===== config.mk =====
export PLATFORM = sky130hd
export DESIGN_NAME = mux_rr_reg_flat
export DESIGN_NICKNAME = d
export VERILOG_FILES = /design/src/rtl/mux_rr_reg_if.sv /design/src/rtl/mux_rr_reg.sv /design/src/flat_wrapper.sv
export SDC_FILE = /design/constraint.sdc
export NUM_CORES = 1
export LEC_CHECK = 0
export ABC_AREA = 1
export CAP_MARGIN = 20
export CORE_ASPECT_RATIO = 1.1
export CORE_UTILIZATION = 40
export CTS_BUF_LIST = sky130_fd_sc_hd__clkbuf_4 sky130_fd_sc_hd__clkbuf_8
export DETAILED_ROUTE_END_ITERATION = 16
export PLACE_DENSITY = 0.78
export SLEW_MARGIN = 30
export SYNTH_ARGS = -nofsm -noshare
export SYNTH_HDL_FRONTEND = slang
export SYNTH_SLANG_ARGS = --single-unit

===== constraint.sdc =====
create_clock -name clk -period 4.15 [get_ports clk]
set_input_delay 0.6225 -clock clk [delete_from_list [all_inputs] [get_ports clk]]
set_output_delay 0.6225 -clock clk [all_outputs]
set_load 0.01 [all_outputs]

===== src/rtl/mux_rr_reg_if.sv =====
// mux_rr_reg_if: handshake bundle between N producers, the registered
// mux/arbiter and a single downstream consumer.
//   mode      : 0 = fixed select, 1 = round-robin
//   sel       : channel index used in fixed-select mode
//   in_data   : packed channel data, channel k at [k*WIDTH +: WIDTH]
//   in_valid  : per-channel valid
//   in_ready  : per-channel ready (combinational, from the mux)
//   out_data  : registered output beat
//   out_ch    : channel that produced out_data
//   out_valid : output register holds a beat
//   out_ready : consumer accepts the beat
// The master modport is the producer/consumer side; the slave modport is the mux.
interface mux_rr_reg_if #(
  parameter int WIDTH  = 8,
  parameter int NUM_CH = 4,
  parameter int SEL_W  = 2
);
  logic                    mode;
  logic [SEL_W-1:0]        sel;
  logic [NUM_CH*WIDTH-1:0] in_data;
  logic [NUM_CH-1:0]       in_valid;
  logic [NUM_CH-1:0]       in_ready;
  logic [WIDTH-1:0]        out_data;
  logic [SEL_W-1:0]        out_ch;
  logic                    out_valid;
  logic                    out_ready;

  modport master (
    output mode, sel, in_data, in_valid, out_ready,
    input  in_ready, out_data, out_ch, out_valid
  );

  modport slave (
    input  mode, sel, in_data, in_valid, out_ready,
    output in_ready, out_data, out_ch, out_valid
  );
endinterface


===== src/rtl/mux_rr_reg.sv =====
// mux_rr_reg: N-channel registered multiplexer with valid/ready flow control.
// Selects one input channel per cycle, either the channel named by sel
// (mode 0) or by round-robin arbitration over valid channels (mode 1),
// and loads it into a single output register. The register refills in the
// same cycle it drains, so throughput is one beat per cycle.
// Ports:
//   clk   : rising-edge clock
//   rst_n : asynchronous active-low reset
//   bus   : mux_rr_reg_if slave modport (mode, sel, in_*, out_*)
module mux_rr_reg #(
  parameter int WIDTH  = 8,
  parameter int NUM_CH = 4,
  parameter int SEL_W  = 2
) (
  input  logic         clk,
  input  logic         rst_n,
  mux_rr_reg_if.slave  bus
);

  localparam int IDX_W = $clog2(NUM_CH);

  // Round-robin pointer advance, wrapping from the last channel back to 0.
  function automatic logic [SEL_W-1:0] next_ptr(input logic [SEL_W-1:0] k);
    if (k == SEL_W'(NUM_CH - 1)) return '0;
    return k + SEL_W'(1);
  endfunction

  logic [SEL_W-1:0]  ptr;
  logic [WIDTH-1:0]  data_p1;
  logic [SEL_W-1:0]  ch_p1;
  logic              vld_p1;

  logic              load_en;
  logic              grant_vld;
  logic [SEL_W-1:0]  grant_ch;
  logic [WIDTH-1:0]  grant_data;
  logic [NUM_CH-1:0] in_ready;
  int                idx;

  assign load_en = !vld_p1 || bus.out_ready;

  // Stage p0: grant evaluation and input data selection.
  always_comb begin
    grant_vld  = 1'b0;
    grant_ch   = '0;
    grant_data = '0;
    idx        = 0;
    if (!bus.mode) begin
      // sel values beyond the last channel never match, so they grant nothing.
      for (int k = 0; k < NUM_CH; k++) begin
        if (bus.sel == SEL_W'(k) && bus.in_valid[k]) begin
          grant_vld = 1'b1;
          grant_ch  = SEL_W'(k);
        end
      end
    end else begin
      // Walk offsets from farthest to nearest so the channel closest to ptr
      // (in wrap-around order) is the last writer and wins.
      for (int i = NUM_CH - 1; i >= 0; i--) begin
        idx = (int'(ptr) + i) % NUM_CH;
        if (bus.in_valid[IDX_W'(idx)]) begin
          grant_vld = 1'b1;
          grant_ch  = SEL_W'(idx);
        end
      end
    end
    for (int k = 0; k < NUM_CH; k++) begin
      if (grant_ch == SEL_W'(k)) grant_data = bus.in_data[k*WIDTH +: WIDTH];
    end
  end

  // in_ready is held low while reset is asserted, even though the empty
  // output register would otherwise make load_en true.
  always_comb begin
    in_ready = '0;
    for (int k = 0; k < NUM_CH; k++) begin
      in_ready[k] = rst_n && load_en && grant_vld && (grant_ch == SEL_W'(k));
    end
  end

  assign bus.in_ready = in_ready;

  // Stage p1: output register and round-robin pointer.
  always_ff @(posedge clk or negedge rst_n) begin
    if (!rst_n) begin
      vld_p1  <= 1'b0;
      data_p1 <= '0;
      ch_p1   <= '0;
      ptr     <= '0;
    end else if (load_en) begin
      if (grant_vld) begin
        data_p1 <= grant_data;
        ch_p1   <= grant_ch;
        vld_p1  <= 1'b1;
        if (bus.mode) ptr <= next_ptr(grant_ch);
      end else begin
        vld_p1  <= 1'b0;
      end
    end
  end

  assign bus.out_data  = data_p1;
  assign bus.out_ch    = ch_p1;
  assign bus.out_valid = vld_p1;

endmodule


===== src/flat_wrapper.sv =====
// flat-port wrapper written by rule: the top's interface ports become plain ports
module mux_rr_reg_flat 
#(
  parameter int WIDTH  = 8,
  parameter int NUM_CH = 4,
  parameter int SEL_W  = 2
)
  (clk, rst_n, bus_mode, bus_sel, bus_in_data, bus_in_valid, bus_out_ready, bus_in_ready, bus_out_data, bus_out_ch, bus_out_valid);
  mux_rr_reg_if #(.WIDTH(WIDTH), .NUM_CH(NUM_CH), .SEL_W(SEL_W)) bus_i ();
  input  logic clk;
  input  logic rst_n;
  input wire logic [$bits(bus_i.mode)-1:0] bus_mode;
  input wire logic [$bits(bus_i.sel)-1:0] bus_sel;
  input wire logic [$bits(bus_i.in_data)-1:0] bus_in_data;
  input wire logic [$bits(bus_i.in_valid)-1:0] bus_in_valid;
  input wire logic [$bits(bus_i.out_ready)-1:0] bus_out_ready;
  output wire logic [$bits(bus_i.in_ready)-1:0] bus_in_ready;
  output wire logic [$bits(bus_i.out_data)-1:0] bus_out_data;
  output wire logic [$bits(bus_i.out_ch)-1:0] bus_out_ch;
  output wire logic [$bits(bus_i.out_valid)-1:0] bus_out_valid;
  assign bus_i.mode = bus_mode;
  assign bus_i.sel = bus_sel;
  assign bus_i.in_data = bus_in_data;
  assign bus_i.in_valid = bus_in_valid;
  assign bus_i.out_ready = bus_out_ready;
  assign bus_in_ready = bus_i.in_ready;
  assign bus_out_data = bus_i.out_data;
  assign bus_out_ch = bus_i.out_ch;
  assign bus_out_valid = bus_i.out_valid;
  mux_rr_reg #(.WIDTH(WIDTH), .NUM_CH(NUM_CH), .SEL_W(SEL_W)) u_core (.clk(clk), .rst_n(rst_n), .bus(bus_i));
endmodule

Yosys cells after proc, flatten, opt, wreduce, memory -nomap -nowiden:

Cells that the tools add are included.
Widths: inputs -> output; s select.

* flip-flop bits (word level): 13
* logic and storage cells: 74

* add/sub/neg operators: 4
* magnitude comparators: 4
* equal/unequal tests: 6
* mux-type cells: 40
* reduce and logical (&&, ||, !) cells: 16

Operator list (number)
* $mux 8: 4
* $mux 1: 23
* $mux 2: 9
* $lt 2x4->1 const B: 4
* $logic_and 1x1->1: 10
* $bmux 1 s2: 4
* $eq 2x2->1 const B: 4
* $add 2x1->2 const B: 2
* $add 2x2->2 const B: 2
* $eq 2x1->1 const B: 2
* $logic_not 2->1: 2
* $reduce_and 3->1: 1
* $reduce_and 2->1: 1
* $logic_not 1->1: 1
* $logic_or 1x1->1: 1

Longest topological paths before layout:

* depth after elaboration: 15
* depth in mapped cells: 19
* gate-level depth less buffers: 17

Least setup slack after synthesis:

No wires, ideal clock.

* kind: input port to output port
* start point: input bus_in_valid[3]
* end point: output bus_in_ready[3]
* data arrival time: 2.219 ns
* path slack: 1.309 ns
* stages on the path: 12
* buffers on the path: 1
* path through: inv_1 o21ai_1 nand2_1 nand3_1 nand3_1 nand3_1 nand2_1 inv_1 ha_1 buf_1 clkinv_1 nor2_1

* longest elaborated chain between the ends: 10

Ends and longest elaborated chain
* start: declaration: RTL line flat_wrapper.sv:15 `input wire logic [$bits(bus_i.in_valid)-1:0] bus_in_valid;`
* $bmux 1 s2: RTL line mux_rr_reg.sv:61 `if (bus.in_valid[IDX_W'(idx)]) begin`
* $mux 1 (not written as such) (2 in series): RTL line mux_rr_reg.sv:61
* $mux 2 (4 in series): RTL line mux_rr_reg.sv:61
* $mux 2 *: RTL line mux_rr_reg.sv:48 `if (!bus.mode) begin`
* named net u_core.grant_ch[0]: RTL line mux_rr_reg.sv:35 `logic [SEL_W-1:0] grant_ch;`
* $eq 2x2->1 *: RTL line mux_rr_reg.sv:77 `in_ready[k] = rst_n && load_en && grant_vld && (grant_ch == SEL_W'(k));`
* $logic_and 1x1->1 *: RTL line mux_rr_reg.sv:77
* end: declaration: RTL line flat_wrapper.sv:17 `output wire logic [$bits(bus_i.in_ready)-1:0] bus_in_ready;`

The timed path passes the listed nets; every way through them passes the cells marked *. The select of a mux whose other input is x is not followed.

Final worst setup path:

Ends and elaborated chain as after synthesis.

==> results.json <==
{
  "initial_core_util_pct": 43.24,
  "synth_seq_cells": 13,
  "fmax_ghz": 0.2614,
  "grt_pass1_vias": 1314,
  "rsz0062_at_grt": "false",
  "drt_wl_total_um": 3168,
  "ys_seq_area_share_pct": 29.58,
  "clockRootBuffer": "clkbuf_4",
  "maxCapViolCount": 0,
  "seqPwrFrac_pct": 25.8,
  "netlist_area_um2": 1100,
  "design_area_um2": 1717,
  "antenna_found_initial": 0,
  "start_kind": "primary input",
  "outcome": "complete, no violations",
  "hold_class": "reg -> reg",
  "drive_above_1_share_pct": 6.696,
  "finalPower_w": 0.0009221,
  "finalSetupViolCount": 0,
  "power.leakage_nw": 0.7928,
  "fin_worst_skew_ns": 0.01122,
  "slew-limit-headroom_pct": 66.05,
  "syn_avg_cell_area_um2": 6.625,
  "first_pass_iters": 4,
  "whs_ns": 0.4894,
  "overflow": 0,
  "cts_setup_buffers": 0,
  "vias": 1316,
  "drt_iter0_drc": 13,
  "wl_per_cell_um": 12.42,
  "final_common_cell": "clkdlybuf4s50_1",
  "worst-path-max-fanout": 9,
  "fin_util_pct": 67.49,
  "clock_power_share_pct": 9.4,
  "row_count": 19,
  "insertion_delay_ns": 0.28,
  "period_needed_ns": 3.825,
  "drv_slew": 0,
  "post_cts_resized": 0,
  "grt_usage_pct": 23.62,
  "cts_hold_buf": 0,
  "endpoint_kind": "primary output",
  "p_sw_w": 0.0004038,
  "power_frac_comb_pct": 64.9,
  "swShare_pct": 43.79,
  "power_density_nw_per_um2": 537.2,
  "die_area_um2": 2963,
  "routed_via_density": 5.161,
  "netlist_instances": 166,
  "syn-num-nets": 212,
  "clock_path_buffers": 2,
  "tightest_slew_ns": 0.5073,
  "die-height_um": 57.00,
  "tns_ns": 0,
  "dpl.hpwl_um": 2586,
  "clk_pin_slew_ns": 0.07,
  "numCtsBuffers": 3,
  "htree_levels": 1,
  "core_area_um2": 2544,
  "cp.required_ns": 3.53,
  "crit_type": "in -> out",
  "cts_tree": "done",
  "num_antenna_cells": 0,
  "cts_sinks": 13,
  "pin_count": 57,
  "place_congestion": 0.8555,
  "place_area_um2": 1687,
  "route.detailed.drc": 0,
  "grt_max_degree": 20,
  "cp_data_arrival_time_ns": 3.20,
  "synth_warnings": 0,
  "grt_pass1_wl_um": 5237,
  "final_cell_mix": "clkdlybuf4s50_1, nand2_1, nand3_1, inv_1, dfrtp_1",
  "die_x_um": 52.00,
  "final.period_utilization_pct": 92.18,
  "ant_nets": 0,
  "nFillCells": 227,
  "ir_drop_v": 0.0004247,
  "portBuffers": 56,
  "hold_viol": 0,
  "syn2layout_area_growth_pct": 56.09,
  "p_int_w": 0.0005183,
  "yosysUniqueCellTypes": 26,
  "layout.nets": 271
}
area by class of cell:
class	count	area, um2	area share [%]
well taps	31	38.79	2.259
flip-flops and latches	13	325.3	18.95
multi-input cells	128	661.9	38.56
inverters	20	77.57	4.519
clock buffers	4	30.03	1.749
repair buffers	59	583.1	33.96
cells by family after synthesis:
kind of cell | synth area share [%]
AOI/OAI and AO/OA | 17.86
xor gates and xnor gates | 0.7965
adders and majority gates | 4.551
buffers and inverters | 10.24
DFF | 29.58
and+or+nand+nor | 36.97
worst max-delay path, cell delays in order:
cell and delay [ns]:
clkdlybuf4s50_1 0.48, inv_1 0.07, o21ai_1 0.24, nand2_1 0.11, nand3_1 0.13, nand3_1 0.08
nand3_1 0.10, nand2_1 0.11, inv_1 0.10, ha_1 0.34, clkinv_1 0.14, nor2_1 0.13
clkdlybuf4s50_1 0.55
synth_stat cells:
library cell | instances | area [um2]
a21oi_1 | 8 | 40.04
a21oi_2 | 1 | 8.760
buf_1 | 1 | 3.750
buf_2 | 1 | 5.000
buf_6 | 2 | 22.52
clkbuf_1 | 1 | 3.750
clkinv_1 | 2 | 7.510
dfrtp_1 | 13 | 325.3
ha_1 | 4 | 50.05
inv_1 | 16 | 60.06
inv_2 | 1 | 3.750
inv_4 | 1 | 6.260
nand2_1 | 53 | 198.9
nand2_2 | 2 | 12.51
nand3_1 | 23 | 115.1
nand3_2 | 1 | 10.01
nand3_4 | 1 | 17.52
nor2_1 | 11 | 41.29
nor2_2 | 1 | 6.260
nor3_1 | 1 | 5.000
o211ai_1 | 8 | 60.06
o21a_1 | 8 | 60.06
o21ai_0 | 2 | 10.01
o21ai_1 | 2 | 10.01
o21bai_1 | 1 | 7.510
xnor2_1 | 1 | 8.760
registers in the layout, summed over array words and instances, names as in the netlist:
name	count
u_core.bus.out_data	8
u_core.bus.out_ch	2
u_core.bus.out_valid	1
u_core.ptr	2
power by group through the flow:
stage	clock network [W]	registers (W)	logic, W
global route	0.0000968	0.000248	0.000666
floorplan	0	0.000246	0.000354
CTS	0.0000899	0.000238	0.000602
detailed placement	0	0.000239	0.000596
global placement	0	0.000235	0.000578
finish	0.0000863	0.000238	0.000598
layer usage:
layer | vias up | wire length (um) | track usage, %
met5 | - | 0 | 0
met4 | 0 | 48 | 9.653
met3 | 7 | 194 | 5.067
met2 | 50 | 1624 | 43.41
met1 | 597 | 1300 | 25.38
li1 | 662 | - | -
final timing paths:
path                                             startpoint                            endpoint  slack, ns  cells after the start
max reg2reg                       u_core.ptr[0]$_DFFE_PN0P_  u_core.bus.out_data[0]$_DFFE_PN0P_       1.23                     16
max in group asynchronous                             rst_n    u_core.bus.out_ch[0]$_DFFE_PN0P_       3.33                      2
max                                         bus_in_valid[3]                     bus_in_ready[3]       0.32                     13
min                        u_core.bus.out_ch[0]$_DFFE_PN0P_    u_core.bus.out_ch[0]$_DFFE_PN0P_       0.49                      2
min in group asynchronous                             rst_n  u_core.bus.out_data[5]$_DFFE_PN0P_       0.64                      2
min reg2reg                u_core.bus.out_ch[0]$_DFFE_PN0P_    u_core.bus.out_ch[0]$_DFFE_PN0P_       0.49                      2
metrics by stage:
step | cells | setup slack, ns
after floorplan | 166 | 1.309
after global placement | 251 | 0.4723
after detailed placement | 251 | 0.3614
after CTS | 255 | 0.3292
after global routing | 255 | 0.1285
final | 255 | 0.3246
Power figures use the tool's default switching activity.
